--- config.mk ---
export PLATFORM = sky130hd
export DESIGN_NAME = multicycle_control_unit
export DESIGN_NICKNAME = d
export VERILOG_FILES = /design/src/rtl/multicycle_control_unit.sv
export SDC_FILE = /design/constraint.sdc
export NUM_CORES = 1
export LEC_CHECK = 0
export ABC_CLOCK_PERIOD_IN_PS = 3800
export BUFFER_PORTS_ARGS = -buffer_cell sky130_fd_sc_hd__buf_2
export CORE_MARGIN = 4
export CORE_UTILIZATION = 30
export DETAILED_ROUTE_END_ITERATION = 8
export HOLD_SLACK_MARGIN = 0.05
export MAX_ROUTING_LAYER = met4
export PLACE_DENSITY = 0.68
export RECOVER_POWER = 50
export SYNTH_ARGS = -nofsm -noshare
export SYNTH_HDL_FRONTEND = slang
export SYNTH_SLANG_ARGS = --single-unit
--- constraint.sdc ---
create_clock -name clk -period 3.8 [get_ports clk]
set_input_delay 0.19 -clock clk [delete_from_list [all_inputs] [get_ports clk]]
set_output_delay 0.19 -clock clk [all_outputs]
set_load 0.01 [all_outputs]
--- src/rtl/multicycle_control_unit.sv ---
// Multi-cycle FETCH/DECODE/EXEC sequencer for the simple RV32 core.
// Optional retired-instruction counter enabled by defining CTRL_RETIRE_CNT_EN.
module multicycle_control_unit #(
  parameter int unsigned TIMEOUT_W = 4,
  parameter int unsigned RETIRE_W  = 32
) (
  input  logic                clk,
  input  logic                rst,
  input  logic                start,
  input  logic                ins_ADD,
  input  logic                ins_SUB,
  input  logic                ins_SW,
  input  logic                ins_LW,
  input  logic                ins_ADDI,
  input  logic                ins_LUI,
  input  logic                ins_JAL,
  input  logic [1:0]          cnt_set,
  input  logic                stop,
  input  logic                mem_ready,
  output logic                ir_we,
  output logic                pc_we,
  output logic                pc_sel_jal,
  output logic                reg_we,
  output logic [1:0]          wb_sel,
  output logic                alu_sub,
  output logic                alu_src_imm,
  output logic                mem_req,
  output logic                mem_we,
  output logic                halted,
  output logic                err_timeout,
  output logic [RETIRE_W-1:0] retired
);

  typedef enum logic [2:0] {
    S_IDLE   = 3'd0,
    S_FETCH  = 3'd1,
    S_DECODE = 3'd2,
    S_EXEC   = 3'd3,
    S_HALT   = 3'd4
  } state_t;

  // Stall number 2**TIMEOUT_W-1 is the one that times out, i.e. when the
  // counter already holds 2**TIMEOUT_W-2 on entry to a stalled cycle.
  localparam logic [TIMEOUT_W-1:0] WAIT_LAST = TIMEOUT_W'((1 << TIMEOUT_W) - 2);

  state_t               state, state_nx;
  logic [1:0]           step, step_nx;
  logic [TIMEOUT_W-1:0] wait_cnt, wait_nx;
  logic                 err_nx;
  logic                 stall;
  logic                 commit;
  logic                 is_mem;

  assign is_mem = ins_LW | ins_SW;

  always_ff @(posedge clk or posedge rst) begin
    if (rst) begin
      state       <= S_IDLE;
      step        <= '0;
      wait_cnt    <= '0;
      err_timeout <= 1'b0;
    end else begin
      state       <= state_nx;
      step        <= step_nx;
      wait_cnt    <= wait_nx;
      err_timeout <= err_nx;
    end
  end

  always_comb begin
    state_nx    = state;
    step_nx     = step;
    wait_nx     = '0;
    err_nx      = err_timeout;
    stall       = 1'b0;
    commit      = 1'b0;
    ir_we       = 1'b0;
    pc_we       = 1'b0;
    pc_sel_jal  = 1'b0;
    reg_we      = 1'b0;
    wb_sel      = 2'd0;
    alu_sub     = 1'b0;
    alu_src_imm = 1'b0;
    mem_req     = 1'b0;
    mem_we      = 1'b0;
    halted      = 1'b0;

    case (state)
      S_IDLE: begin
        if (start) state_nx = S_FETCH;
      end
      S_FETCH: begin
        mem_req = 1'b1;
        if (mem_ready) begin
          ir_we    = 1'b1;
          state_nx = S_DECODE;
        end else begin
          stall = 1'b1;
        end
      end
      S_DECODE: begin
        if (stop) begin
          state_nx = S_HALT;
        end else begin
          step_nx  = (cnt_set == 2'd0) ? 2'd1 : cnt_set;
          state_nx = S_EXEC;
        end
      end
      S_EXEC: begin
        alu_src_imm = ins_ADDI | ins_LW | ins_SW;
        alu_sub     = ins_SUB;
        if (step > 2'd1) begin
          step_nx = step - 2'd1;
        end else begin
          if (is_mem) begin
            mem_req = 1'b1;
            mem_we  = ins_SW;
          end
          if (is_mem && !mem_ready) begin
            stall = 1'b1;
          end else begin
            commit     = 1'b1;
            pc_we      = 1'b1;
            reg_we     = ins_ADD | ins_SUB | ins_ADDI | ins_LUI | ins_JAL | ins_LW;
            pc_sel_jal = ins_JAL;
            if (ins_LW)       wb_sel = 2'd1;
            else if (ins_LUI) wb_sel = 2'd2;
            else if (ins_JAL) wb_sel = 2'd3;
            state_nx   = S_FETCH;
          end
        end
      end
      S_HALT: begin
        halted = 1'b1;
      end
      default: begin
        state_nx = S_IDLE;
      end
    endcase

    if (stall) begin
      if (wait_cnt == WAIT_LAST) begin
        err_nx   = 1'b1;
        state_nx = S_HALT;
      end else begin
        wait_nx = wait_cnt + 1'b1;
      end
    end
  end

`ifdef CTRL_RETIRE_CNT_EN
  always_ff @(posedge clk or posedge rst) begin
    if (rst)         retired <= '0;
    else if (commit) retired <= retired + 1'b1;
  end
`else
  logic commit_unused;
  assign commit_unused = commit;
  assign retired       = '0;
`endif

endmodule

* After elaboration in Yosys (flattened, before gate mapping)
Index checks and enable logic that the tools add are counted.
** Word-level totals
- Register bits after elaboration :: 10
- Input bits :: 14
- Output and inout port bits :: 44
- Logic and storage cells :: 73
** Cells by class
- Add/sub/neg operators :: 2
- Order comparisons :: 1
- Equality and inequality tests :: 7
- Muxes and demuxes :: 44
- Bitwise gates (word level) :: 8
- Reductions and logical operators :: 7
** Operator list (number)
- $mux W1 :: 22
- $mux W3 :: 7
- $mux W2 :: 9
- $pmux W3 S5 :: 1
- $mux W4 :: 2
- $or A1 B1 Y1 :: 8
- $eq A3 B2 Y1 const B :: 2
- $add A4 B1 Y4 const B :: 1
- $eq A4 B4 Y1 const B :: 1
- $ne A2 B2 Y1 const B :: 2
- $pmux W1 S2 :: 2
- $pmux W2 S2 :: 1
- $eq A3 B1 Y1 const B :: 1
- $eq A3 B3 Y1 const B :: 1
- $logic_not A3 Y1 :: 1
- $reduce_and A3 Y1 :: 1
- $gt A2 B1 Y1 const B :: 1
- $logic_not A2 Y1 :: 1
- $reduce_and A2 Y1 :: 1
- $reduce_bool A2 Y1 :: 1
- $sub A2 B1 Y2 const B :: 1
- $logic_and A1 B1 Y1 :: 1
- $logic_not A1 Y1 :: 1

* Depth between registers and ports, before layout
- Depth in word-level cells :: 8
- Depth in mapped cells :: 7
- Gate-level depth less buffers :: 7

* Worst setup path after synthesis
No wires, ideal clock.
- Kind :: reg2reg
- Start :: reg step[1]
- End :: reg state[1]
- Setup time :: 125 ps
- Arrival :: 1457 ps
- Required time :: 3675 ps
- Path slack :: 2217 ps
- Cell stages (with the launch flop) :: 7
- Buffers on the path :: 0
- Clock period less this slack :: 1583 ps
- Cells stage by stage :: dfrtp_1 inv_1 ha_1 nor2b_4 o21a_1 or4_1 a21boi_1
** On the way
- Word-level cells in the longest chain between the ends :: 5
- Elaborated cells on any way between the ends :: 7
- Those cells by class :: 1 x order compare; 6 x mux
** Ends and longest elaborated chain
- from (decl) :: RTL line 47 : logic [1:0] step, step_nx;
- from (signal assigned) :: RTL line 64 : step <= step_nx;
- $gt A2 B1 Y1 * :: RTL line 112 : if (step > 2'd1) begin
- $mux W3 :: RTL line 112
- $pmux W3 S5 :: RTL line 88 : case (state)
- $mux W3 :: RTL line 142 : if (wait_cnt == WAIT_LAST) begin
- $mux W3 * :: RTL line 141 : if (stall) begin
- net state_nx[1] :: RTL line 46 : state_t state, state_nx;
- to (signal assigned) :: RTL line 63 : state <= state_nx;
- to (decl) :: RTL line 46
Mark *: on every way through the listed nets, which the timed path passes. The rest lies on a longest branch.
A chain may end at the register's enable or synchronous reset.

* Final worst setup path
- Start :: reg state[1]
- End :: out pc_sel_jal
** On the way
- Word-level cells in the longest chain between the ends :: 2
** Ends and longest elaborated chain
- $eq A3 B2 Y1 :: RTL line 88
- $mux W1 :: RTL line 88
- to (decl) :: RTL line 22 : output logic pc_sel_jal,
Every way passes these cells.

==> out/qor.txt <==
R2R setup slack -> 2150 ps
CTS tree -> yes
Area Growth Syn to Fin -> 7.09%
Share of cells above drive strength 1 -> 20.1%
Routability cong. -> 0.782
H-Tree Level Count -> 1
GRT Total Usage -> 8.67%
CP Launch Point -> state[1]$_DFF_PP0_
Mapped Cells -> 112
Rows -> 19
Beginning of the worst hold path -> cnt_set[1]
Share of Yosys cell area claimed by the top area cell type -> 27.8%
Post-CTS Resized -> 0
Most frequently used flop master after synthesis -> dfrtp_1
Total CTS buffers -> 3
Top cell type by total area after synthesis -> dfrtp_1
Initial Util -> 32.1%
Setup TNS -> 0 ps
Area of the multi-input gates -> 498 µm²
Type of the worst min-delay path -> in2reg
Yosys warning total -> 0
Clk_skew -> 5.38 ps
WP data required -> 3610 ps
Final period util -> 48.0%
HPWL Detailed -> 1480 µm
First-pass GRT wire length -> 2730 µm
Chip Width -> 62.8 µm
RSZ-0062 raised after global routing -> no
NumNets Final -> 158
Number of enable flip-flop cells after synthesis -> 0
Via count -> 722
Grt total ovfl -> 0
Crit end category -> output port
DR DRC count -> 0
P per Cell Area -> 471 nW/µm²
Max-cap violations -> 0
Sequential-to-total area share from yosys stat -> 27.8%
Total iterations of the first detailed-routing run -> 4
Final total power -> 0.454 mW
CP max-delay cell -> dfrtp_1
Largest net degree at the start of global routing -> 12
Clk root buf -> clkbuf_4
Full die area -> 3940 µm²
Crit start category -> flip-flop
Clk buf depth -> 2
Synthesized area -> 900 µm²
Vias in the first global route -> 634
Die height -> 62.8 µm
Largest cells by area after synthesis -> dfrtp_1 (28%), buf_4 (27%), nor2_1 (5.4%)
Largest fanout on the critical path -> 11
Crit path DAT -> 1630 ps
Core Region -> 2810 µm²
I/O Buffers -> 25
# clock sinks -> 10
Final ANT Viol Nets -> 0
Status -> finished clean
Setup crit end -> pc_sel_jal
Async S/R FF share, synth -> 100%
Reg area -> 250 µm²
Reg2reg start -> step[1]$_DFFE_PP0P_
Slew Viols, Final -> 0
Antenna violations before repair -> 0
Post-layout minimum cycle time -> 1820 ps
Count of different cell masters after synthesis -> 33
Count of state elements after synthesis -> 10
Fmax -> 548 MHz
Reg2reg path depth -> 6
Worst stage delay on the critical path -> 520 ps
CP Cell Sequence -> nand3b_1 -> nor2_1 -> o21ai_1 -> inv_2 -> and2_1 -> buf_2
RR Endpoint -> state[1]$_DFF_PP0_
Vias per Instance -> 4.25
DRT iter0 DRCs -> 11
Worst-path clk slew -> 60 ps
Detailed-route wire length -> 1680 µm
Clock Latency Late Sink -> 260 ps
Crit Path Class -> reg2out
# diodes -> 0
Fillers -> 304
Final setup viols -> 0
Final Hold Viols -> 0
P_leak -> 0.536 nW
Maximum VDD drop -> 0.215 mV
Routed wire length per instance -> 9.91 µm
Syn avg cell area -> 8.03 µm²
Ports -> 58
[cell families after synthesis]
logic type,share of synthesized area (%)
flip-flops,27.8
AO/OA/AOI/OAI,10.3
AND/OR/NAND/NOR,25.6
other,0.417
XOR/XNOR,1.95
buffers and inverters,29.8
adder cells (fa/ha/maj),4.17
[critical path: cells and delay by family (launching register included)]
family          cells  cell delay [ps]
compound gates      1              150
buf+inv             2              190
simple gates        3              520
flops               1              520
[flip-flops by register name, summed over array words and instances (netlist names)]
| signal | count |
|---|---|
| step | 2 |
| state | 3 |
| err_timeout | 1 |
| wait_cnt | 4 |
[what timing repair did]
| action | in CTS | in global routing |
|---|---|---|
| buffers inserted | 0 | 0 |
| hold buffers | 1 | 0 |
| hold endpoints to repair | 10 | 0 |
| setup endpoints to repair | 0 | 0 |
[synthesized netlist by cell type, types with 3 or more instances]
cell type	number
buf_4	32
nand2_1	6
nor2_1	13
nor3_1	3
and2_1	3
dfrtp_1	10
nand2b_1	4
o21ai_1	3
a21oi_1	3
ha_1	3
inv_1	5
nor2b_1	3
[report_power, final]
| part | leakage [nW] | switching, mW | total, mW | internal, mW |
|---|---|---|---|---|
| Combinational | 0.394 | 0.126 | 0.216 | 0.0891 |
| Sequential | 0.129 | 0.0346 | 0.170 | 0.135 |
| Clock | 0.0138 | 0.0317 | 0.0681 | 0.0364 |
[worst min path at each step]
stage / end / slack [ps] / cells past startpoint
2_1_floorplan: err_timeout$_DFFE_PP0P_ / 30 / 1
3_3_place_gp: wait_cnt[2]$_DFF_PP0_ / 180 / 2
3_5_place_dp: wait_cnt[2]$_DFF_PP0_ / 190 / 2
4_1_cts: step[1]$_DFFE_PP0P_ / 150 / 3
5_1_grt: step[1]$_DFFE_PP0P_ / 160 / 3
6_report: step[1]$_DFFE_PP0P_ / 150 / 3
[metal layers]
layer / part of all wire (%) / up-vias / track usage, % / wire length, µm
met5: 0 / - / - / 0
met4: 0.30 / 0 / 3.31 / 5
met3: 13 / 2 / 3.78 / 217
met2: 46 / 37 / 12.8 / 775
met1: 41 / 320 / 10.4 / 685
li1: - / 363 / - / -
[per-stage QoR]
stage          hold WS [ps]  cell area, µm²  utilization (%)  instances  setup WS [ps]
6_report                154             963             34.3        170           1980
5_1_grt                 161             963             34.3        170           1770
4_1_cts                 149             967             34.5        170           1940
3_5_place_dp            188             935             33.3        166           2130
3_3_place_gp            185             935             33.3        166           2170
2_1_floorplan          30.2            1020                -        143           2220
[cells in the final DEF (no fill, tap or decap), drive strengths merged]
cell	n
nor2b	4
nor3b	1
nand3	2
a21boi	1
inv	6
conb	32
nor2	13
buf	22
clkbuf	6
a21oi	3
nand2b	4
dfrtp	10
a211oi	1
nor3	3
o221ai	1
o21a	1
o21ai	5
and3	1
o311ai	1
dlygate4sd3	1
nand3b	1
nor4	1
and2	3
ha	3
or4	1
a31oi	2
xor2	1
xnor2	1
and3b	1
nand2	6
or4b	1
[cell type report]
class / instances / area share (%)
multi-input combinational: 94 / 51.7
sequential: 10 / 26.0
timing repair buffer: 26 / 13.6
tap: 31 / 4.03
clock buffer: 3 / 2.34
inverter: 6 / 2.34
Power figures use the tool's default switching activity.
